<file path="src/rtl/hash_writeback_pkg.sv">
// Shared types and constants for the hash digest writeback stage.
package hash_pkg;

  typedef enum logic [1:0] {
    IDLE  = 2'd0,
    WRITE = 2'd1,
    DONE  = 2'd2
  } hash_wb_state_t;

  localparam int SHA256_DIGEST_WIDTH = 256;
  localparam int SHA224_DIGEST_WIDTH = 224;
  localparam int HASH_WORD_WIDTH     = 32;

endpackage

</file>
<file path="src/rtl/hash_writeback_if.sv">
// Write port between the digest writeback stage and the hash output memory.
interface hash_wb_if
  import hash_pkg::*;
#(
  parameter int ADDR_WIDTH = 3,
  parameter int WORD_WIDTH = HASH_WORD_WIDTH
);
  logic                  wr_valid;
  logic                  wr_ready;
  logic [ADDR_WIDTH-1:0] wr_addr;
  logic [WORD_WIDTH-1:0] wr_data;

  modport master (output wr_valid, output wr_addr, output wr_data, input wr_ready);
  modport slave  (input wr_valid, input wr_addr, input wr_data, output wr_ready);
endinterface

</file>
<file path="src/rtl/hash_writeback_word_select.sv">
// Picks one word of the digest by index in the configured order; the optional
// byte reversal is present only when HASH_WRITEBACK_BYTESWAP_EN is defined.
module hash_word_select
  import hash_pkg::*;
#(
  parameter int DIGEST_WIDTH = SHA256_DIGEST_WIDTH,
  parameter int WORD_WIDTH   = HASH_WORD_WIDTH,
  parameter bit MSW_FIRST    = 1'b1,
  localparam int NUM_WORDS   = DIGEST_WIDTH / WORD_WIDTH,
  localparam int CNT_WIDTH   = $clog2(NUM_WORDS + 1)
) (
  input  logic [DIGEST_WIDTH-1:0] data,
  input  logic [CNT_WIDTH-1:0]    idx,
`ifdef HASH_WRITEBACK_BYTESWAP_EN
  input  logic                    swap,
`endif
  output logic [WORD_WIDTH-1:0]   word
);

  logic [WORD_WIDTH-1:0] raw;

  // idx one past the end shows up on the final transfer; its result is never loaded
  always_comb begin
    int pos;
    pos = int'(idx);
    if (pos >= NUM_WORDS) pos = 0;
    if (MSW_FIRST) pos = NUM_WORDS - 1 - pos;
    raw = data[pos*WORD_WIDTH +: WORD_WIDTH];
  end

`ifdef HASH_WRITEBACK_BYTESWAP_EN
  always_comb begin
    word = raw;
    if (swap) begin
      for (int b = 0; b < WORD_WIDTH / 8; b++) begin
        word[b*8 +: 8] = raw[(WORD_WIDTH/8 - 1 - b)*8 +: 8];
      end
    end
  end
`else
  assign word = raw;
`endif

endmodule

</file>
<file path="src/rtl/hash_writeback.sv">
// Captures a digest on start and writes it word by word over a valid/ready port.
// Build option HASH_WRITEBACK_BYTESWAP_EN adds a per-job byte_swap input.
//
//   state | meaning
//   IDLE  | waiting for start
//   WRITE | presenting word[idx] until the sink accepts it
//   DONE  | one-cycle done pulse, start ignored
module hash_writeback
  import hash_pkg::*;
#(
  parameter int DIGEST_WIDTH = SHA256_DIGEST_WIDTH,
  parameter int WORD_WIDTH   = HASH_WORD_WIDTH,
  parameter int ADDR_WIDTH   = 3,
  parameter bit MSW_FIRST    = 1'b1,
  localparam int NUM_WORDS   = DIGEST_WIDTH / WORD_WIDTH,
  localparam int CNT_WIDTH   = $clog2(NUM_WORDS + 1)
) (
  input  logic                    clock,
  input  logic                    reset,
  input  logic                    start,
  input  logic [DIGEST_WIDTH-1:0] digest,
  input  logic [ADDR_WIDTH-1:0]   base_addr,
`ifdef HASH_WRITEBACK_BYTESWAP_EN
  input  logic                    byte_swap,
`endif
  hash_wb_if.master               wr,
  output logic                    busy,
  output logic                    done,
  output logic [CNT_WIDTH-1:0]    words_written
);

  if ((DIGEST_WIDTH % WORD_WIDTH) != 0 || NUM_WORDS > (1 << ADDR_WIDTH)) begin : g_bad_cfg
    $error("hash_writeback: DIGEST_WIDTH/WORD_WIDTH/ADDR_WIDTH combination is illegal");
  end
`ifdef HASH_WRITEBACK_BYTESWAP_EN
  if ((WORD_WIDTH % 8) != 0) begin : g_bad_swap
    $error("hash_writeback: byte swap needs WORD_WIDTH to be a multiple of 8");
  end
`endif

  hash_wb_state_t          state, state_next;
  logic [DIGEST_WIDTH-1:0] shadow;
  logic [CNT_WIDTH-1:0]    idx;
  logic [CNT_WIDTH-1:0]    sel_idx;
  logic [DIGEST_WIDTH-1:0] sel_src;
  logic [WORD_WIDTH-1:0]   sel_word;
  logic                    start_ok;
  logic                    xfer;
  logic                    last;

  assign start_ok      = (state == IDLE) && start;
  assign xfer          = wr.wr_valid && wr.wr_ready;
  assign last          = (idx == CNT_WIDTH'(NUM_WORDS - 1));
  assign wr.wr_valid   = (state == WRITE);
  assign busy          = (state == WRITE);
  assign done          = (state == DONE);
  assign words_written = idx;

  // In IDLE the selector looks at the live digest so word 0 is registered by the start edge
  assign sel_src = (state == IDLE) ? digest : shadow;
  assign sel_idx = (state == IDLE) ? '0 : idx + CNT_WIDTH'(1);

`ifdef HASH_WRITEBACK_BYTESWAP_EN
  logic swap_q;
  logic sel_swap;
  assign sel_swap = (state == IDLE) ? byte_swap : swap_q;
`endif

  hash_word_select #(
    .DIGEST_WIDTH (DIGEST_WIDTH),
    .WORD_WIDTH   (WORD_WIDTH),
    .MSW_FIRST    (MSW_FIRST)
  ) u_word_select (
    .data (sel_src),
    .idx  (sel_idx),
`ifdef HASH_WRITEBACK_BYTESWAP_EN
    .swap (sel_swap),
`endif
    .word (sel_word)
  );

  always_ff @(posedge clock) begin
    if (reset) state <= IDLE;
    else       state <= state_next;
  end

  always_comb begin
    state_next = state;
    case (state)
      IDLE:    if (start) state_next = WRITE;
      WRITE:   if (xfer && last) state_next = DONE;
      DONE:    state_next = IDLE;
      default: state_next = IDLE;
    endcase
  end

  always_ff @(posedge clock) begin
    if (reset) begin
      shadow     <= '0;
      idx        <= '0;
      wr.wr_addr <= '0;
      wr.wr_data <= '0;
`ifdef HASH_WRITEBACK_BYTESWAP_EN
      swap_q     <= 1'b0;
`endif
    end else if (start_ok) begin
      shadow     <= digest;
      idx        <= '0;
      wr.wr_addr <= base_addr;
      wr.wr_data <= sel_word;
`ifdef HASH_WRITEBACK_BYTESWAP_EN
      swap_q     <= byte_swap;
`endif
    end else if (xfer) begin
      idx        <= idx + CNT_WIDTH'(1);
      wr.wr_addr <= wr.wr_addr + ADDR_WIDTH'(1);
      if (!last) wr.wr_data <= sel_word;
    end
  end

endmodule

</file>
<file path="src/flat_wrapper.sv">
// flat-port wrapper written by rule: the top's interface ports become plain ports
module hash_writeback_flat import hash_pkg::*;
#(
  parameter int DIGEST_WIDTH = SHA256_DIGEST_WIDTH,
  parameter int WORD_WIDTH   = HASH_WORD_WIDTH,
  parameter int ADDR_WIDTH   = 3,
  parameter bit MSW_FIRST    = 1'b1,
  localparam int NUM_WORDS   = DIGEST_WIDTH / WORD_WIDTH,
  localparam int CNT_WIDTH   = $clog2(NUM_WORDS + 1)
)
  (clock, reset, start, digest, base_addr, busy, done, words_written, wr_wr_valid, wr_wr_addr, wr_wr_data, wr_wr_ready);
  hash_wb_if #(.ADDR_WIDTH(ADDR_WIDTH), .WORD_WIDTH(WORD_WIDTH)) wr_i ();
  input  logic clock;
  input  logic reset;
  input  logic start;
  input  logic [DIGEST_WIDTH-1:0] digest;
  input  logic [ADDR_WIDTH-1:0] base_addr;
  output logic busy;
  output logic done;
  output logic [CNT_WIDTH-1:0] words_written;
  output wire logic [$bits(wr_i.wr_valid)-1:0] wr_wr_valid;
  output wire logic [$bits(wr_i.wr_addr)-1:0] wr_wr_addr;
  output wire logic [$bits(wr_i.wr_data)-1:0] wr_wr_data;
  input wire logic [$bits(wr_i.wr_ready)-1:0] wr_wr_ready;
  assign wr_wr_valid = wr_i.wr_valid;
  assign wr_wr_addr = wr_i.wr_addr;
  assign wr_wr_data = wr_i.wr_data;
  assign wr_i.wr_ready = wr_wr_ready;
  hash_writeback #(.DIGEST_WIDTH(DIGEST_WIDTH), .WORD_WIDTH(WORD_WIDTH), .ADDR_WIDTH(ADDR_WIDTH), .MSW_FIRST(MSW_FIRST)) u_core (.clock(clock), .reset(reset), .start(start), .digest(digest), .base_addr(base_addr), .wr(wr_i), .busy(busy), .done(done), .words_written(words_written));
endmodule
</file>
<file path="config.mk">
export PLATFORM = sky130hd
export DESIGN_NAME = hash_writeback_flat
export DESIGN_NICKNAME = d
export VERILOG_FILES = /design/src/rtl/hash_writeback_pkg.sv /design/src/rtl/hash_writeback_if.sv /design/src/rtl/hash_writeback_word_select.sv /design/src/rtl/hash_writeback.sv /design/src/flat_wrapper.sv
export SDC_FILE = /design/constraint.sdc
export NUM_CORES = 1
export LEC_CHECK = 0
export BUFFER_PORTS_ARGS = -buffer_cell sky130_fd_sc_hd__buf_2
export CORE_ASPECT_RATIO = 0.75
export CORE_UTILIZATION = 49
export DETAILED_ROUTE_END_ITERATION = 6
export PLACE_DENSITY = 0.75
export SLEW_MARGIN = 10
export SYNTH_ARGS = -nofsm -noshare
export SYNTH_HDL_FRONTEND = slang
export SYNTH_SLANG_ARGS = --single-unit
</file>
<file path="constraint.sdc">
create_clock -name clock -period 2.02 [get_ports clock]
set_input_delay 0.202 -clock clock [delete_from_list [all_inputs] [get_ports clock]]
set_output_delay 0.202 -clock clock [all_outputs]
set_load 0.02 [all_outputs]
</file>
# == After elaboration in Yosys (flattened, before gate mapping) ==
# Index checks and enable logic that the tools add are counted.
# word_totals
regBits,297
latchBits,0
ram_bits,0
mem_bits_ro,0
input_bits,263
output_inout_bits,42
elab_cells,35
mem_count,0
# op_classes
addsub,3
multipliers,0
div,0
magnitude_cmp,1
eq_ne,6
n_shift,1
n_mux,11
bitwise_logic,0
reduce_logical,8
# op_table
cell,n
$mux 256,1
$shiftx 256x32->32,1
$mux 32,3
$sub 4x27->27 const A,1
$mux 4,2
$mux 3,2
$add 4x1->4 const B,1
$eq 4x3->1 const B,1
$ge 4x4->1 const B,1
$mux 2,2
$ne 2x2->1 const B,2
$pmux 2 s2,1
$reduce_and 2->1,2
$add 3x1->3 const B,1
$logic_and 1x1->1,3
$eq 2x1->1 const B,1
$eq 2x2->1 const B,1
$logic_not 2->1,1
$ne 2x1->1 const B,1
$reduce_bool 2->1,1
$reduce_or 2->1,1

# == Depth between registers and ports, before layout ==
# Gate-level depths: netlist (run 1).
# logic_depth
word_depth,9
ltp_mapped,9
depth_no_buf,7

# == Hierarchy ==
# A second synthesis (run 1) with hierarchy kept.
# unflattened
hier_cells,1969
area_unflattened_um2,17007.6
# by_module_without_submodules
module,instances,cells_per_inst,area_per_inst_um2,seq_area_each_um2
hash_writeback,1,1587,13869.6,5945.7
hash_word_select,1,382,3138.0,0.0

# == Worst setup path after synthesis (run 1) ==
# No wires, ideal clock.
# synth_timing
kind,flip-flop to flip-flop
start,register u_core.idx[1] (netlist: u_core.words_written[1])
end,register u_core.wr.wr_data[18]
setup_time_ns,0.091
arrival_time_ns,2.053
required_time_ns,1.929
path_slack_ns,-0.124
path_stages_with_launch,10
path_buffers,2
synth_period_minus_slack_ns,2.144
path_cell_list,dfxtp_1 -> ha_1 -> nor2b_1 -> a21oi_2 -> o22ai_4 -> and2_4 -> buf_6 -> buf_8 -> o211ai_1 -> a311oi_1
# synth_via
elab_chain_cells,9
elab_cells_between_ends,12
classes_between,add/sub (2); order compare (1); eq/ne (2); shift (1); mux (5); reduce/logical (1)
# synth_rtl
item,line,source
from (decl),hash_writeback.sv:43,logic [CNT_WIDTH-1:0] idx;
from (signal assigned),hash_writeback.sv:115,idx <= idx + CNT_WIDTH'(1);
$add 4x1->4,hash_writeback.sv:61,assign sel_idx = (state == IDLE) ? '0 : idx + CNT_WIDTH'(1);
$mux 4,hash_writeback.sv:61,
$ge 4x4->1,hash_writeback_word_select.sv:26,if (pos >= NUM_WORDS) pos = 0;
$mux 4,hash_writeback_word_select.sv:26,
$sub 4x27->27,hash_writeback_word_select.sv:27,if (MSW_FIRST) pos = NUM_WORDS - 1 - pos;
$shiftx 256x32->32,hash_writeback_word_select.sv:28,raw = data[pos*WORD_WIDTH +: WORD_WIDTH];
$mux 32,hash_writeback.sv:117,if (!last) wr.wr_data <= sel_word;
$mux 32,hash_writeback.sv:114,end else if (xfer) begin
$mux 32,hash_writeback.sv:106,end else if (start_ok) begin
to (signal assigned),hash_writeback.sv:110,wr.wr_data <= sel_word;
to (signal assigned),hash_writeback.sv:117,
to (decl),hash_writeback_if.sv:13,"modport master (output wr_valid, output wr_addr, output wr_data, input wr_ready);"
# Several ways; a longest one is shown, not always the timed one. The select of a mux whose other input is x is not followed.
# A chain may end at the register's enable or synchronous reset.

# == Worst setup path after layout (run 1) ==
# layout_timing
start,register u_core.idx[0] (netlist: u_core.words_written[0])
end,register u_core.wr.wr_data[14]
# Same word-level chain as after synthesis.

==> results of run 1 <==
==> worst max-delay path by stage <==
stage                                          from  slack [ns]  cells past startpoint                            endpoint
2_1_floorplan  u_core.words_written[1]$_SDFFE_PP0P_        0.02                      9  u_core.wr.wr_data[18]$_SDFFE_PP0P_
6_report       u_core.words_written[0]$_SDFFE_PP0P_       0.009                      7  u_core.wr.wr_data[14]$_SDFFE_PP0P_
3_5_place_dp   u_core.words_written[0]$_SDFFE_PP0P_       -0.02                      7  u_core.wr.wr_data[12]$_SDFFE_PP0P_
5_1_grt        u_core.words_written[0]$_SDFFE_PP0P_       -0.07                      7  u_core.wr.wr_data[28]$_SDFFE_PP0P_
3_3_place_gp   u_core.words_written[0]$_SDFFE_PP0P_        0.09                      7  u_core.wr.wr_data[28]$_SDFFE_PP0P_
4_1_cts        u_core.words_written[0]$_SDFFE_PP0P_       0.002                      7  u_core.wr.wr_data[28]$_SDFFE_PP0P_
==> cells in the final DEF, fill, tap and decap left out, types with 30 or more instances in the layout <==
cell type	n
clkbuf_16	36
dlygate4sd3_1	261
dfxtp_1	293
a311oi_1	30
a31oi_1	35
nor2_1	129
a21oi_1	265
o21a_1	31
nand2_1	709
nand3_1	59
buf_2	303
==> per-layer routing <==
layer | share of wire, % | global-route usage [%] | up-vias
li1 | - | - | 7046
met1 | 39 | 39.6 | 7025
met2 | 47 | 58.0 | 831
met3 | 8.5 | 6.14 | 211
met4 | 5.2 | 18.1 | 0
met5 | 0 | 0 | -
==> final cells by class <==
class	count	area, µm²
Antenna cell	5	12.5
Sequential cell	297	5950
Clock buffer	44	885
Tap cell	344	430
Timing Repair Buffer	612	4870
Clock inverter	12	267
Fill cell	1973	7140
Multi-Input combinational cell	1379	6420
==> what timing repair did <==
item | 4_1_cts | 5_1_grt
pin swaps | 3 | 14
setup buffers | 0 | 2
hold buffers | 261 | 0
hold endpoints to repair | 261 | 0
gates resized for setup | 1 | 19
endpoints found under the setup margin | 11 | 31
cloned | 0 | 10
==> where the power goes <==
| group | switching (mW) | leakage [nW] | internal, mW |
|---|---|---|---|
| logic | 1.49 | 4.59 | 1.17 |
| registers | 0.245 | 2.44 | 6.25 |
| clock network | 2.39 | 0.559 | 4.05 |
==> flip-flops by register name, indices dropped and copies added, names as in the netlist <==
name and cells:
u_core.wr.wr_data 32, u_core.shadow 256, u_core.words_written 4, u_core.state 2
u_core.wr.wr_addr 3
==> through the flow <==
stage          setup slack, ns  instances  util, %  setup TNS (ns)  total power, mW
2_1_floorplan           0.0244       1827        -               0             7.80
3_3_place_gp            0.0932       2359     57.0               0             8.64
3_5_place_dp           -0.0175       2359     57.0         -0.0256             8.68
4_1_cts                0.00154       2676     71.5               0             15.4
5_1_grt                -0.0696       2693     72.5          -0.679             16.2
6_report               0.00863       2693     72.5               0             15.6
==> worst reg2reg max path: cells and delay by family, from the launching register on <==
kind,cells,cell delay (ns)
AO/OA/AOI/OAI,3,0.78
XOR/XNOR,1,0.28
adder cells (fa/ha/maj),1,0.18
buffers and inverters,1,0.19
flip-flops,1,0.34
AND/OR/NAND/NOR,1,0.15
==> cell families (layout without fill, tap and decap cells) <==
| family | count (synthesis) | after routing | share of synthesized area, % |
|---|---|---|---|
| adder cells (fa/ha/maj) | 2 | 2 | 0.193 |
| other | 0 | 5 | 0 |
| buffers and inverters | 155 | 668 | 5.37 |
| flip-flops | 297 | 297 | 45.9 |
| multiplexers | 4 | 4 | 0.338 |
| AO/OA/AOI/OAI | 431 | 431 | 19.4 |
| AND/OR/NAND/NOR | 931 | 935 | 28.3 |
| XOR/XNOR | 7 | 7 | 0.474 |
==> flow_summary.json, run 1 <==
{
  "syn2layout_area_growth_pct": 45.5,
  "leakagePower_nw": 7.59,
  "ctsLongestPathBuffers": 3,
  "vias": 15113,
  "drtIter0Drc": 1546,
  "clkSlewWorstSetupHoldPaths_ns": 0.07,
  "drv_cap": 0,
  "h-tree-depth": 1,
  "period_minus_slack_ns": 2.01,
  "core_area_um2": 26000,
  "crit_chain": "ha_4 > xnor2_1 > nand2_1 > buf_12 > a31oi_1 > o21ai_0 > a311oi_1",
  "setup_viol": 0,
  "reg2reg_depth": 7,
  "die_y_um": 143,
  "fin_skew_ns": 0.0130,
  "worst_pin_slew_ns": 0.629,
  "status": "complete, no violations",
  "final_nets": 2585,
  "synth_commonest_cells": "nand2_1 (711), dfxtp_1 (297), a21oi_1 (267)",
  "synth_most_common_cell": "nand2_1",
  "hp-start": "start",
  "ir_drop_uv": 729,
  "stdcell_area_um2": 18800,
  "crit_family": "compound AO/OA/AOI/OAI gates",
  "first_global_vias": 14168,
  "numPortBuffers": 304,
  "timing.hold.ws_ns": 0.111,
  "gr-total-overflow": 0,
  "synth_area_um2": 12900,
  "hold_viol_final": 0,
  "yosysTopAreaCellShare_pct": 45.9,
  "path_buf_inv": 1,
  "ys_async_sr_fraction_pct": 0,
  "ff2ff_setup_slack_ns": 0.009,
  "cts_tree": "built",
  "ys_seq_elements": 297,
  "synthFlopType": "dfxtp_1",
  "synth-edff-count": 0,
  "antenna_found_initial": 5,
  "max_freq_mhz": 497,
  "hold_class": "input port to flop",
  "holdPathStages": 4,
  "io_pins": 305,
  "path_max_fanout": 29,
  "grt_max_degree": 129,
  "cp_slowest_cell": "dfxtp_2",
  "initial_core_util_pct": 49.8,
  "r2r_start": "u_core.words_written[0]$_SDFFE_PP0P_",
  "cts-root-buf": "clkbuf_16",
  "numCtsBuffers": 30,
  "grt_setup_unrepaired": "true",
  "die_area_um2": 27100,
  "slew_headroom_pct": 58.1,
  "drc": 0,
  "layout-drive-gt1-share_pct": 18.3,
  "min_period_over_period_pct": 99.6,
  "finalWirelength_um": 49300,
  "yosys.area.top_type": "dfxtp_1",
  "place.gp.congestion": 0.907,
  "die_w_um": 190,
  "synth_area_leaders": "dfxtp_1 (46%), nand2_1 (21%), a21oi_1 (10%)",
  "dp.final_hpwl_um": 27900,
  "critical_path_class": "flop to flop",
  "ant_nets": 0,
  "routedWlPerCell_um": 18.3,
  "grt_usage_pct": 33.6,
  "pwr_density_cell_nw_per_um2": 828,
  "syn-num-nets": 2092,
  "cp-start-kind": "flop",
  "cp_slowest_stage_delay_ns": 0.34,
  "hold_end": "u_core.shadow[255]$_SDFFE_PP0P_",
  "insertion_delay_ns": 0.55,
  "yosysSeqAreaShare_pct": 45.9,
  "report.final.slew_viol_count": 0,
  "vias_per_cell": 5.61,
  "grt_pass1_wl_um": 72400,
  "cts_num_sinks": 297,
  "num_rows": 51,
  "yosys_warnings": 0,
  "synth_cell_type_count": 41,
  "critPathArrivalTime_ns": 2.47,
  "synth.avg_cell_area_um2": 7.08,
  "synthCells": 1827,
  "cp-end-kind": "flop",
  "dpl_cell_area_um2": 14800,
  "crit_required_ns": 2.48,
  "reg2reg_to": "u_core.wr.wr_data[14]$_SDFFE_PP0P_",
  "drtPass1Iterations": 7
}
(Power assumes the default switching activity.)
==> inputs of run 2 (changes only) <==
--- a/config.mk
+++ b/config.mk
@@ -7,10 +7,11 @@
 export LEC_CHECK = 0
 export BUFFER_PORTS_ARGS = -buffer_cell sky130_fd_sc_hd__buf_2
 export CORE_ASPECT_RATIO = 0.75
-export CORE_UTILIZATION = 49
+export CORE_UTILIZATION = 30
 export DETAILED_ROUTE_END_ITERATION = 6
-export PLACE_DENSITY = 0.75
+export PLACE_DENSITY = 0.49
 export SLEW_MARGIN = 10
 export SYNTH_ARGS = -nofsm -noshare
 export SYNTH_HDL_FRONTEND = slang
 export SYNTH_SLANG_ARGS = --single-unit
+export TNS_END_PERCENT = 10
==> run 2 against run 1 <==
  * Routed wire length decreased by 2.2%
  * Final area is 1.3% higher
  * Non-clock buffer count up 22
  * Worst hold slack worse by 0.029 ns
  * Clock skew is 0.0022 ns lower
  * Global-route usage decreased by 12 points
  * Fmax grew 2.6%
  * Critical path depth rose by 1
  * Sequential share of layout area decreased by 0.43 points
  * Count of clock-buffer cells in the layout rose by 2
  * Critical path type unchanged
  * Largest power group unchanged
  * Highest routed layer unchanged
==> flow_summary.json, run 2 (same netlist as run 1, synthesis figures left out) <==
{
  "cts-root-buf": "clkbuf_16",
  "gr-total-overflow": 0,
  "vias_per_cell": 4.81,
  "finalWirelength_um": 48200,
  "worst_pin_slew_ns": 0.690,
  "grt_pass1_wl_um": 74300,
  "crit_start": "u_core.words_written[0]$_SDFFE_PP0P_",
  "hold_class": "input port to flop",
  "dp.final_hpwl_um": 32200,
  "ir_drop_uv": 685,
  "drtPass1Iterations": 5,
  "hp-start": "start",
  "crit_chain": "ha_4 > and2b_1 > a21oi_2 > o22ai_4 > buf_12 > or3_1 > a31oi_1 > a31oi_1",
  "ant_nets": 0,
  "num_rows": 65,
  "io_pins": 305,
  "r2r_start": "u_core.words_written[0]$_SDFFE_PP0P_",
  "core_area_um2": 42300,
  "antenna_found_initial": 1,
  "numCtsBuffers": 31,
  "cts_num_sinks": 297,
  "crit_required_ns": 2.46,
  "grt_usage_pct": 21.1,
  "routedWlPerCell_um": 16.4,
  "setup_viol": 0,
  "final_nets": 2604,
  "critical_path_class": "flop to flop",
  "vias": 14095,
  "report.final.slew_viol_count": 0,
  "top_register": "u_core.shadow",
  "layout_commonest_cell": "nand2_1",
  "path_buf_inv": 1,
  "timing.hold.ws_ns": 0.0820,
  "grt_max_degree": 109,
  "first_global_vias": 13720,
  "cp-start-kind": "flop",
  "die_w_um": 242,
  "critPathArrivalTime_ns": 2.40,
  "fillerInstances": 4242,
  "h-tree-depth": 1,
  "path_common_cell": "a31oi_1",
  "layout-drive-gt1-share_pct": 18.5,
  "insertion_delay_ns": 0.57,
  "mostFrequentLayoutCells": "nand2_1 (709), buf_2 (303), dfxtp_1 (294)",
  "hold_viol_final": 0,
  "largest_register_ffs": 256,
  "grt_setup_unrepaired": "true",
  "pwr_density_cell_nw_per_um2": 800,
  "slew_headroom_pct": 54.0,
  "drv_cap": 0,
  "cp_slowest_cell": "dfxtp_2",
  "cp-end-kind": "flop",
  "min_period_over_period_pct": 97.1,
  "drc": 0,
  "fin_skew_ns": 0.0108,
  "place.gp.congestion": 0.850,
  "path_max_fanout": 9,
  "initial_core_util_pct": 30.6,
  "leakagePower_nw": 7.62,
  "max_freq_mhz": 510,
  "syn2layout_area_growth_pct": 47.4,
  "numPortBuffers": 304,
  "status": "complete, no violations",
  "cts_tree": "built",
  "period_minus_slack_ns": 1.96,
  "die_area_um2": 44000,
  "clkSlewWorstSetupHoldPaths_ns": 0.06,
  "die_y_um": 182,
  "final.setup.tns_ns": 0,
  "cp_slowest_stage_delay_ns": 0.37,
  "drtIter0Drc": 870,
  "ctsLongestPathBuffers": 3,
  "crit_family": "compound AO/OA/AOI/OAI gates"
}
[run 2: power breakdown]
part | internal [mW] | switching (mW)
clock | 3.74 | 2.43
combinational | 1.18 | 1.43
sequential | 6.25 | 0.237
total | 11.2 | 4.10
[run 2: area by class of cell]
| cell class | instances | area [µm²] | area share, % |
|---|---|---|---|
| Clock buffer | 46 | 912 | 4.78 |
| Timing Repair Buffer | 634 | 4970 | 26.1 |
| Clock inverter | 11 | 188 | 0.983 |
| Tap cell | 569 | 712 | 3.73 |
| Antenna cell | 1 | 2.50 | 0.0131 |
| Multi-Input combinational cell | 1375 | 6350 | 33.3 |
| Sequential cell | 297 | 5950 | 31.2 |
[run 2: final timing paths]
kind | endpoint | slack (ns) | depth (start not counted)
max | u_core.wr.wr_data[31]$_SDFFE_PP0P_ | 0.06 | 8
min | u_core.shadow[251]$_SDFFE_PP0P_ | 0.08 | 4
max reg2reg | u_core.wr.wr_data[31]$_SDFFE_PP0P_ | 0.06 | 8
min reg2reg | u_core.shadow[243]$_SDFFE_PP0P_ | 0.45 | 2
[run 2: tightest hold or removal path, cell delays in order]
cell	delay [ns]
buf_2	0.12
nand2_4	0.13
nand2_1	0.10
a21oi_1	0.05
[run 2: what timing repair did]
item / in CTS / in global routing
endpoints found under the setup margin: 1 / 35
hold endpoints to repair: 261 / 0
gates resized for setup: 1 / 5
hold buffers: 267 / 0
pin swaps: 0 / 3
setup buffers: 0 / 0
[run 2: metal layers]
metal / GRT usage, % / vias to the layer above / wire length [µm]
met1: 25.5 / 6560 / 20400
met3: 3.59 / 73 / 2420
met2: 38.5 / 379 / 24100
li1: - / 7083 / -
met5: 0 / - / 0
met4: 5.57 / 0 / 1210
[run 2: metrics by stage]
step                      area (µm²)  power, mW  instances  setup slack (ns)  util, %
after floorplan                12900       7.80       1827            0.0244        -
after global placement         15300       8.80       2608            0.0597     36.2
after detailed placement       15300       8.83       2608            0.0230     36.2
after CTS                      19100       15.4       2932            0.0239     45.1
after global routing           19100       16.0       2933           -0.0641     45.1
final                          19100       15.3       2933            0.0591     45.1
==> inputs of run 3 (changes only) <==
==> constraint.sdc (replaced) <==
create_clock -name clock -period 2.02 [get_ports clock]
set_input_delay 0.303 -clock clock [delete_from_list [all_inputs] [get_ports clock]]
set_output_delay 0.303 -clock clock [all_outputs]
set_load 0.02 [all_outputs]
==> run 3 against run 2 <==
  * Non-clock buffer count shrank 66
  * Setup slack worse by 0.040 ns
  * Routed wire length up 0.13%
  * First-iteration DRC count shrank 11%
  * Clock skew is 0.0093 ns higher
  * Register-to-register slack got worse by 0.04 ns
  * Sequential cell count unchanged
  * Clock power down 3.9%
  * Fmax is 2.0% lower
  * Largest power group unchanged
  * Highest routed layer unchanged
==> flow_summary.json, run 3 (same netlist as run 1, synthesis figures left out) <==
{
  "path_max_fanout": 35,
  "place.gp.congestion": 0.826,
  "min_period_over_period_pct": 99.0,
  "setup_viol": 0,
  "routedWlPerCell_um": 16.8,
  "vias": 13796,
  "top_register": "u_core.shadow",
  "dpl_cell_area_um2": 15300,
  "antenna_found_initial": 1,
  "drv_cap": 0,
  "drtIter0Drc": 773,
  "num_rows": 65,
  "ir_drop_uv": 586,
  "fillerInstances": 4448,
  "critPathArrivalTime_ns": 2.42,
  "timing.hold.ws_ns": 0.0108,
  "ant_nets": 0,
  "power_mw": 14.9,
  "ff2ff_setup_slack_ns": 0.02,
  "largest_register_ffs": 256,
  "utilization_pct": 43.4,
  "cp_slowest_stage_delay_ns": 0.56,
  "report.final.slew_viol_count": 0,
  "cts_num_sinks": 297,
  "stdcell_area_um2": 18400,
  "layout_commonest_cell": "nand2_1",
  "layout-drive-gt1-share_pct": 19.2,
  "critical_path_class": "flop to flop",
  "die_y_um": 182,
  "hold_viol_final": 0,
  "cp_slowest_cell": "ha_4",
  "io_pins": 305,
  "leakagePower_nw": 7.33,
  "clkSlewWorstSetupHoldPaths_ns": 0.06,
  "dp.final_hpwl_um": 32900,
  "grt_pass1_wl_um": 72900,
  "gr-total-overflow": 0,
  "numCtsBuffers": 31,
  "mostFrequentLayoutCells": "nand2_1 (709), buf_2 (303), dfxtp_1 (295)",
  "numPortBuffers": 304,
  "seq_area_um2": 5950,
  "grt_max_degree": 131,
  "crit_chain": "ha_4 > and3_2 > nand3_1 > o211ai_1 > a311oi_1",
  "hold_class": "input port to flop",
  "vias_per_cell": 4.81,
  "grt_usage_pct": 21.0,
  "syn2layout_area_growth_pct": 41.9,
  "worst_pin_slew_ns": 0.625,
  "cts_tree": "built",
  "period_minus_slack_ns": 2.00,
  "multi_input_area_um2": 6360,
  "drc": 0,
  "insertion_delay_ns": 0.57,
  "grt_setup_unrepaired": "true",
  "slew_headroom_pct": 58.3,
  "first_global_vias": 13510,
  "ctsLongestPathBuffers": 3,
  "pwr_density_cell_nw_per_um2": 814,
  "max_freq_mhz": 500,
  "core_area_um2": 42300,
  "postCtsSetupBuffers": 0,
  "cp-start-kind": "flop",
  "final_nets": 2539,
  "h-tree-depth": 1,
  "finalWirelength_um": 48200,
  "cp-end-kind": "flop",
  "die_w_um": 242,
  "die_area_um2": 44000,
  "crit_required_ns": 2.44,
  "fin_skew_ns": 0.0201,
  "drtPass1Iterations": 5,
  "initial_core_util_pct": 30.6,
  "status": "complete, no violations",
  "cts-root-buf": "clkbuf_16"
}
-- run 3: path summary, 6_finish.rpt --
kind                                                           start                                 end  cells after the start
worst min-delay path                                     digest[111]     u_core.shadow[111]$_SDFFE_PP0P_                      3
worst max register to register  u_core.words_written[0]$_SDFFE_PP0P_  u_core.wr.wr_data[16]$_SDFFE_PP0P_                      5
worst min register to register       u_core.shadow[107]$_SDFFE_PP0P_     u_core.shadow[107]$_SDFFE_PP0P_                      2
worst max-delay path            u_core.words_written[0]$_SDFFE_PP0P_  u_core.wr.wr_data[16]$_SDFFE_PP0P_                      5
-- run 3: metal layers --
metal  routed length, µm  track usage, %  share of wire (%)
met5                   0               0                  0
met4                1490            6.91                3.1
met3                1800            2.90                3.7
met2               23900            37.4                 49
met1               21100            25.9                 44
-- run 3: cell type report --
| class | instances | share of cell area, % |
|---|---|---|
| Timing Repair Buffer | 568 | 23.4 |
| Tap cell | 569 | 3.88 |
| Sequential cell | 297 | 32.4 |
| Multi-Input combinational cell | 1376 | 34.6 |
| Clock inverter | 14 | 0.960 |
| Antenna cell | 1 | 0.0136 |
| Clock buffer | 41 | 4.75 |
-- run 3: power by group --
group	total [mW]	leakage, nW	internal [mW]	switching, mW
logic	2.52	4.36	1.10	1.42
clock network	5.94	0.522	3.53	2.41
registers	6.49	2.44	6.25	0.241
-- run 3: worst max-delay path, delay by kind of cell, from the launching register on --
kind | cells | cell delay (ns)
AND/OR/NAND/NOR | 2 | 0.66
adder cells (fa/ha/maj) | 1 | 0.56
AO/OA/AOI/OAI | 2 | 0.23
flip-flops | 1 | 0.38
-- run 3: what timing repair did --
item                                    in CTS  in global routing
resized for setup                            1                  5
cloned                                       0                  1
endpoints found under the setup margin       4                 31
hold buffers                               196                  3
pin swaps                                    0                 13
hold endpoints to repair                   196                  3
-- run 3: metrics by stage --
stage / std cells / setup TNS (ns) / worst slack (ns)
6_report: 2866 / 0 / 0.0192
5_1_grt: 2866 / -1.62 / -0.101
4_1_cts: 2861 / 0 / 0.000339
3_5_place_dp: 2610 / -0.00170 / -0.00170
3_3_place_gp: 2610 / 0 / 0.0772
2_1_floorplan: 1827 / 0 / 0.0244
